--- src/rtl/airi5c_hasti_sram_responder_pkg.sv ---
// Shared HASTI encodings and responder state type for the SRAM responder slice.
// Transfer, size and response codes follow the AHB-Lite (HASTI) bus definitions.
package airi5c_hasti_sram_responder_pkg;

  localparam logic [1:0] HASTI_TRANS_IDLE   = 2'b00;
  localparam logic [1:0] HASTI_TRANS_BUSY   = 2'b01;
  localparam logic [1:0] HASTI_TRANS_NONSEQ = 2'b10;
  localparam logic [1:0] HASTI_TRANS_SEQ    = 2'b11;

  localparam logic [2:0] HASTI_SIZE_BYTE = 3'b000;
  localparam logic [2:0] HASTI_SIZE_HALF = 3'b001;
  localparam logic [2:0] HASTI_SIZE_WORD = 3'b010;

  localparam logic HASTI_RESP_OKAY  = 1'b0;
  localparam logic HASTI_RESP_ERROR = 1'b1;

  typedef enum logic [2:0] {
    ST_IDLE     = 3'd0,
    ST_RD       = 3'd1,
    ST_WR       = 3'd2,
    ST_RD_STALL = 3'd3,
    ST_ERR1     = 3'd4,
    ST_ERR2     = 3'd5
  } hasti_state_e;

  // NONSEQ and SEQ both carry a real transfer; IDLE and BUSY do not.
  function automatic logic hasti_trans_active(input logic [1:0] trans);
    return trans[1];
  endfunction

endpackage

--- src/rtl/airi5c_hasti_be_gen.sv ---
// Byte-enable generator: maps transfer size and low address bits to SRAM lane
// enables and flags halfword/word accesses that are not naturally aligned.
module airi5c_hasti_be_gen
  import airi5c_hasti_sram_responder_pkg::*;
(
  input  logic [2:0] i_size,
  input  logic [1:0] i_addr,
  output logic [3:0] o_be,
  output logic       o_misaligned
);

  always_comb begin
    o_be         = 4'b0000;
    o_misaligned = 1'b0;
    case (i_size)
      HASTI_SIZE_BYTE: o_be = 4'b0001 << i_addr;
      HASTI_SIZE_HALF: begin
        o_be         = i_addr[1] ? 4'b1100 : 4'b0011;
        o_misaligned = i_addr[0];
      end
      HASTI_SIZE_WORD: begin
        o_be         = 4'b1111;
        o_misaligned = |i_addr;
      end
      default: o_be = 4'b0000;
    endcase
  end

endmodule

--- src/rtl/airi5c_hasti_sram_responder.sv ---
// AHB-Lite (HASTI) slave that fronts a single-port synchronous SRAM with a
// one-cycle read latency, byte-enabled writes and a two-cycle ERROR response.
module airi5c_hasti_sram_responder
  import airi5c_hasti_sram_responder_pkg::*;
#(
  parameter logic [31:0] BASE_ADDR      = 32'h8000_0000,
  parameter int          MEM_ADDR_WIDTH = 12
) (
  input  logic                      clk,
  input  logic                      reset,
  input  logic                      hsel,
  input  logic [31:0]               haddr,
  input  logic                      hwrite,
  input  logic [2:0]                hsize,
  input  logic [1:0]                htrans,
  input  logic [31:0]               hwdata,
  input  logic                      hready,
  output logic [31:0]               hrdata,
  output logic                      hreadyout,
  output logic                      hresp,
  output logic                      mem_en,
  output logic                      mem_wen,
  output logic [MEM_ADDR_WIDTH-1:0] mem_addr,
  output logic [3:0]                mem_be,
  output logic [31:0]               mem_wdata,
  input  logic [31:0]               mem_rdata
);

  localparam int REGION_LSB = MEM_ADDR_WIDTH + 2;

  hasti_state_e              r_state;
  hasti_state_e              w_next_state;
  logic [MEM_ADDR_WIDTH-1:0] r_addr;
  logic [3:0]                r_be;

  logic                      w_accept;
  logic                      w_in_region;
  logic                      w_bad_size;
  logic                      w_misaligned;
  logic                      w_error;
  logic                      w_capture;
  logic [3:0]                w_be;
  logic [MEM_ADDR_WIDTH-1:0] w_haddr_word;

  airi5c_hasti_be_gen u_be_gen (
    .i_size       (hsize),
    .i_addr       (haddr[1:0]),
    .o_be         (w_be),
    .o_misaligned (w_misaligned)
  );

  // The region is size-aligned, so an in-range address matches BASE_ADDR above the word index.
  assign w_in_region  = (haddr[31:REGION_LSB] == BASE_ADDR[31:REGION_LSB]);
  assign w_bad_size   = (hsize > HASTI_SIZE_WORD);
  assign w_error      = !w_in_region || w_bad_size || w_misaligned;
  assign w_accept     = hsel && hasti_trans_active(htrans) && hready;
  assign w_haddr_word = haddr[REGION_LSB-1:2];

  always_comb begin
    w_next_state = r_state;
    w_capture    = 1'b0;
    hreadyout    = 1'b1;
    hresp        = HASTI_RESP_OKAY;
    hrdata       = 32'h0;
    mem_en       = 1'b0;
    mem_wen      = 1'b0;
    mem_addr     = r_addr;
    mem_be       = 4'b0000;
    mem_wdata    = 32'h0;

    case (r_state)
      ST_RD: hrdata = mem_rdata;
      ST_WR: begin
        mem_en    = 1'b1;
        mem_wen   = 1'b1;
        mem_be    = r_be;
        mem_wdata = hwdata;
      end
      ST_RD_STALL: begin
        hreadyout    = 1'b0;
        mem_en       = 1'b1;
        w_next_state = ST_RD;
      end
      ST_ERR1: begin
        hreadyout    = 1'b0;
        hresp        = HASTI_RESP_ERROR;
        w_next_state = ST_ERR2;
      end
      ST_ERR2: hresp = HASTI_RESP_ERROR;
      default: ;
    endcase

    // Every state that completes its data phase this cycle also takes the next address phase.
    if (r_state != ST_RD_STALL && r_state != ST_ERR1) begin
      w_next_state = ST_IDLE;
      if (w_accept) begin
        if (w_error) begin
          w_next_state = ST_ERR1;
        end else if (hwrite) begin
          w_next_state = ST_WR;
          w_capture    = 1'b1;
        end else if (r_state == ST_WR) begin
          // The port is busy with the write, so the read is replayed next cycle.
          w_next_state = ST_RD_STALL;
          w_capture    = 1'b1;
        end else begin
          w_next_state = ST_RD;
          mem_en       = 1'b1;
          mem_addr     = w_haddr_word;
        end
      end
    end
  end

  always_ff @(posedge clk or posedge reset) begin
    if (reset) begin
      r_state <= ST_IDLE;
      r_addr  <= '0;
      r_be    <= 4'b0000;
    end else begin
      r_state <= w_next_state;
      if (w_capture) begin
        r_addr <= w_haddr_word;
        r_be   <= w_be;
      end
    end
  end

endmodule

--- config.mk ---
export PLATFORM = sky130hd
export DESIGN_NAME = airi5c_hasti_sram_responder
export DESIGN_NICKNAME = d
export VERILOG_FILES = /design/src/rtl/airi5c_hasti_sram_responder_pkg.sv /design/src/rtl/airi5c_hasti_be_gen.sv /design/src/rtl/airi5c_hasti_sram_responder.sv
export SDC_FILE = /design/constraint.sdc
export NUM_CORES = 1
export LEC_CHECK = 0
export ABC_CLOCK_PERIOD_IN_PS = 2200
export BUFFER_PORTS_ARGS = -buffer_cell sky130_fd_sc_hd__buf_2
export CAP_MARGIN = 20
export CELL_PAD_IN_SITES_DETAIL_PLACEMENT = 0
export CELL_PAD_IN_SITES_GLOBAL_PLACEMENT = 1
export CORE_ASPECT_RATIO = 2
export CORE_MARGIN = 5
export CORE_UTILIZATION = 19
export CTS_BUF_LIST = sky130_fd_sc_hd__clkbuf_16
export CTS_CLUSTER_DIAMETER = 120
export DETAILED_ROUTE_END_ITERATION = 12
export HOLD_SLACK_MARGIN = 0.08
export PLACE_DENSITY = 0.89
export SLEW_MARGIN = 25
export SYNTH_ARGS = -nofsm -noshare
export SYNTH_HDL_FRONTEND = slang
export SYNTH_SLANG_ARGS = --single-unit
--- constraint.sdc ---
create_clock -name clk -period 2.2 [get_ports clk]
set_clock_uncertainty 0.1 [all_clocks]
set_input_delay 0.22 -clock clk [delete_from_list [all_inputs] [get_ports clk]]
set_output_delay 0.22 -clock clk [all_outputs]
set_load 0.01 [all_outputs]
Yosys cells after proc, flatten, opt, wreduce, memory -nomap -nowiden
Index checks and enable logic that the tools add are counted.
{ "op_classes": {"n_lt_le_gt_ge": 1, "eq_ne": 10, "shift": 1, "n_mux": 30, "n_reduce_logical": 12} }
{ "ops": {"columns": ["op", "count"], "rows": [
  ["$mux W32", 2],
  ["$mux W12", 5],
  ["$eq A18 B18 Y1 const B", 1],
  ["$mux W1", 13],
  ["$pmux W4 S3", 1],
  ["$eq A3 B2 Y1 const B", 3],
  ["$mux W3", 3],
  ["$mux W4", 2],
  ["$reduce_or A2 Y1", 4],
  ["$eq A3 B1 Y1 const B", 2],
  ["$eq A3 B3 Y1 const B", 2],
  ["$pmux W3 S2", 1],
  ["$mux W2", 2],
  ["$shl A1 B2 Y4 const A", 1],
  ["$gt A3 B2 Y1 const B", 1],
  ["$logic_and A1 B1 Y1", 3],
  ["$logic_not A3 Y1", 1],
  ["$ne A3 B2 Y1 const B", 1],
  ["$ne A3 B3 Y1 const B", 1],
  ["$reduce_bool A3 Y1", 1],
  ["$logic_or A1 B1 Y1", 2],
  ["$pmux W1 S2", 1],
  ["$logic_not A1 Y1", 1]
]} }
{ "totals": {"register_bits": 19, "wordCells": 57} }

Depth between registers and ports, before layout
{ "depth": {"word_depth": 8, "mapped_depth": 6, "mapped_depth_nobuf": 4} }

Hierarchy
A second synthesis with hierarchy kept.
{ "hier_totals": {"hier_cells": 170, "hier_area_um2": 1549.0} }
{ "modules_own_cells": {"columns": ["mod", "n_inst", "cells_each", "area_each_um2"], "rows": [
  ["airi5c_hasti_sram_responder", 1, 154, 1466.4],
  ["airi5c_hasti_be_gen", 1, 16, 82.6]
]} }

Worst setup path before layout
Ideal clock, no wire load.
{ "synth_path": {"path_kind": "input -> output", "start": "input haddr[28]", "end": "output mem_addr[10]", "t_arrival_ns": 2.004, "required_ns": 1.880, "setup_slack_ns": -0.124, "path_stages": 5, "path_cell_list": "or4b_1 or3_4 nor4_4 buf_4 mux2_2"} }
{ "synth_via": {"elab_chain_len": 7} }
{ "synth_lines": {"columns": ["element", "line", "text"], "rows": [
  ["start: declaration", "airi5c_hasti_sram_responder.sv:12", "input logic [31:0] haddr,"],
  ["$eq A18 B18 Y1", "airi5c_hasti_sram_responder.sv:53", "assign w_in_region = (haddr[31:REGION_LSB] == BASE_ADDR[31:REGION_LSB]);"],
  ["$logic_not A1 Y1", "airi5c_hasti_sram_responder.sv:55", "assign w_error = !w_in_region || w_bad_size || w_misaligned;"],
  ["$logic_or A1 B1 Y1 (2 in a row)", "airi5c_hasti_sram_responder.sv:55", null],
  ["$mux W12", "airi5c_hasti_sram_responder.sv:97", "if (w_error) begin"],
  ["$mux W12", "airi5c_hasti_sram_responder.sv:96", "if (w_accept) begin"],
  ["$mux W12", "airi5c_hasti_sram_responder.sv:94", "if (r_state != ST_RD_STALL && r_state != ST_ERR1) begin"],
  ["end: declaration", "airi5c_hasti_sram_responder.sv:23", "output logic [MEM_ADDR_WIDTH-1:0] mem_addr,"]
]} }
No other way between the ends.

Worst setup path after layout
{ "layout_path": {"start": "input haddr[28]", "end": "output mem_addr[8]"} }
Same word-level chain as after synthesis.

==> out/qor.csv <==
metric,value,unit
synth_cell_types,34,
yosys_most_used_dff,dfrtp_1,
drt_iter0_markers,16,
ant_nets,0,
drv_cap,0,
grt_pass1_vias,2130,
cts-root-buf,clkbuf_16,
worstSetupStartpointType,input pin,
grt_max_degree,38,
drt_drc_violations_left,0,
multi_input_area,0.001135,sq mm
syn-cell-area,0.001594,sq mm
numCtsBuffers,3,
timing.final.crit_period,2.441,ns
syn-instance-count,173,
violations,setup timing,
placed_cell_area,0.002753,sq mm
via_per_inst,4.306,
final_hold_viol_count,0,
cp_max_fo,12,
drt_first_pass_iters,3,
fin_nets,480,
synth_edf_count,0,
fp.dieH,139.5,microns
antenna_found_initial,0,
power_density,463.8,mW/mm^2
synthToLayoutAreaGrowth,90.35,%
clk_pin_slew_worst_paths,0.05,ns
cp.arrival,2.12,ns
use_met3,1.372,%
rsz0062_at_grt,true,
antennaDiodeCount,0,
max_clock_freq,409.6,MHz
worst_slack,-0.2414,ns
row_count,47,
track_usage,11.63,%
avgSynthCellArea,9.214,sq um
maxSlewViolCount,0,
io_pins,190,
setup_tns,-5.206,ns
die_w,74.77,microns
hp-class,input pin to flop,
cp-end-kind,output port,
placedCellCount,463,
cts_sinks,19,
gp_congestion,0.8951,
seq_area_frac_synth,29.83,%
start_util,19.36,%
via_count,2028,
power.total,1.407,mW
cts_max_level,1,
final_util,36.85,%
port_buffers,188,
met1_usage,11.42,%
ff_latch_area,475.5,sq um
leakagePower,1.761,nW
dp_hpwl,5529,microns
wirelength,6598,microns
worstPathRequired,1.88,ns
fin_cells,471,
clock_path_buffers,2,
tritoncts,done,
fin_crit_sh,111.0,%
setup_violations,29,
drive_gt1_share,66.49,%
yosysWarnings,0,
maxSlewHeadroom,51.63,%
worst_pin_slew,0.7248,ns
synthArstFlopShare,100.0,%
yosys-top-cells-area,"dfrtp_1 30%, and2_1 27%, mux2_2 20%",
syn-num-nets,279,
busiest_layer,met2,
status,"complete, but fails checks",
stdcell_area,0.003034,sq mm
criticalPathCategory,input pin to output port,
yosys.area.top_type,dfrtp_1,
synth_seq_cells,19,
clk_latency,0.24,ns
detail_route.wl_per_cell,14.01,microns
core-area,0.008233,sq mm
dieArea,0.01043,sq mm
grt_overflow,0,
synth_top_area_share,29.83,%
ir_drop,0.2730,mV
nFillCells,819,
gr-usage-met2,23.48,%
grt_pass1_wl,9591,microns
kinds of logic (layout without fill, tap and decap cells):
family	count (synthesis)	in the layout	share of synthesized area [%]
flip-flops	19	19	29.83
multiplexers	28	28	19.78
AO/OA/AOI/OAI	13	13	5.417
buffers and inverters	14	214	4.003
AND/OR/NAND/NOR	99	99	40.97
worst paths after layout:
path / startpoint / end / slack, ns / depth (start not counted)
max in group asynchronous: reset / r_state[0]$_DFFE_PP0P_ / 1.00 / 3
min reg2reg: r_be[0]$_DFFE_PP0P_ / r_be[0]$_DFFE_PP0P_ / 0.39 / 1
min in group asynchronous: reset / r_addr[10]$_DFFE_PP0P_ / 0.54 / 3
min: haddr[4] / r_addr[2]$_DFFE_PP0P_ / 0.12 / 2
max reg2reg: r_state[0]$_DFFE_PP0P_ / r_addr[1]$_DFFE_PP0P_ / 0.04 / 7
max: haddr[28] / mem_addr[8] / -0.24 / 7
cells in the mapped netlist (all sizes together), types with 2 or more instances:
cell type	instances
a21oi	4
and2	68
buf	2
clkbuf	8
dfrtp	19
inv	4
mux2	28
nand2	2
nand2b	2
nor2	4
nor2b	2
nor3	2
nor3b	3
nor4	6
o21ai	2
or3	3
cell type report:
type                            count  share of cell area (%)
Timing Repair Buffer              206                   39.75
Multi-Input combinational cell    140                   37.40
Sequential cell                    19                   15.67
Tap cell                           98                   4.041
Clock buffer                        3                   2.474
Inverter                            4                  0.4948
Clock inverter                      1                  0.1649
power by group:
group / internal (mW) / total, mW / switching (mW)
Sequential: 0.367 / 0.375 / 0.00857
Combinational: 0.328 / 0.667 / 0.339
Clock: 0.243 / 0.365 / 0.122
stage by stage:
step                hold slack [ns]  worst slack [ns]
floorplan                   0.07113          -0.03295
global placement             0.2708           -0.2336
detailed placement           0.2924           -0.2715
CTS                          0.1128           -0.2280
global route                 0.1182           -0.2895
finish                       0.1193           -0.2414
state kept, by name, indices dropped and copies added (netlist names):
signal	flops
r_addr	12
r_be	4
r_state	3
layer usage:
| layer | routed length (microns) | part of all wire, % |
|---|---|---|
| met1 | 2114 | 32 |
| met2 | 3781 | 57 |
| met3 | 615 | 9.3 |
| met4 | 87 | 1.3 |
| met5 | 0 | 0 |
cells in the final DEF, fill, tap and decap left out, types with 2 or more instances in the layout:
cell type,synthesis,final
a21oi_1,4,4
nor3b_2,0,2
nor3_1,2,2
nor4_4,2,2
mux2_4,0,11
buf_4,1,13
nand2b_1,2,2
buf_12,0,2
and2_1,68,68
nor4_1,4,3
buf_2,0,175
nand2_1,2,2
buf_6,1,14
nor2b_1,2,2
nor2_1,4,4
dfrtp_1,19,19
mux2_2,28,17
clkbuf_16,0,4
inv_1,4,4
o21ai_0,2,2
critical path, cell delays in order:
cell and delay (ns):
buf_6 0.09, or4b_4 0.53, or3_4 0.40, nor4_4 0.20, buf_12 0.19, mux2_2 0.36
buf_6 0.13
repair_timing:
item,in CTS,in global routing
hold buffers,1,0
pin swaps,1,1
gates resized for setup,19,10
hold endpoints to repair,19,0
setup buffers,1,2
endpoints found under the setup margin,13,29
gates cloned,0,1
Note: power is estimated with default switching activity, not from simulation.
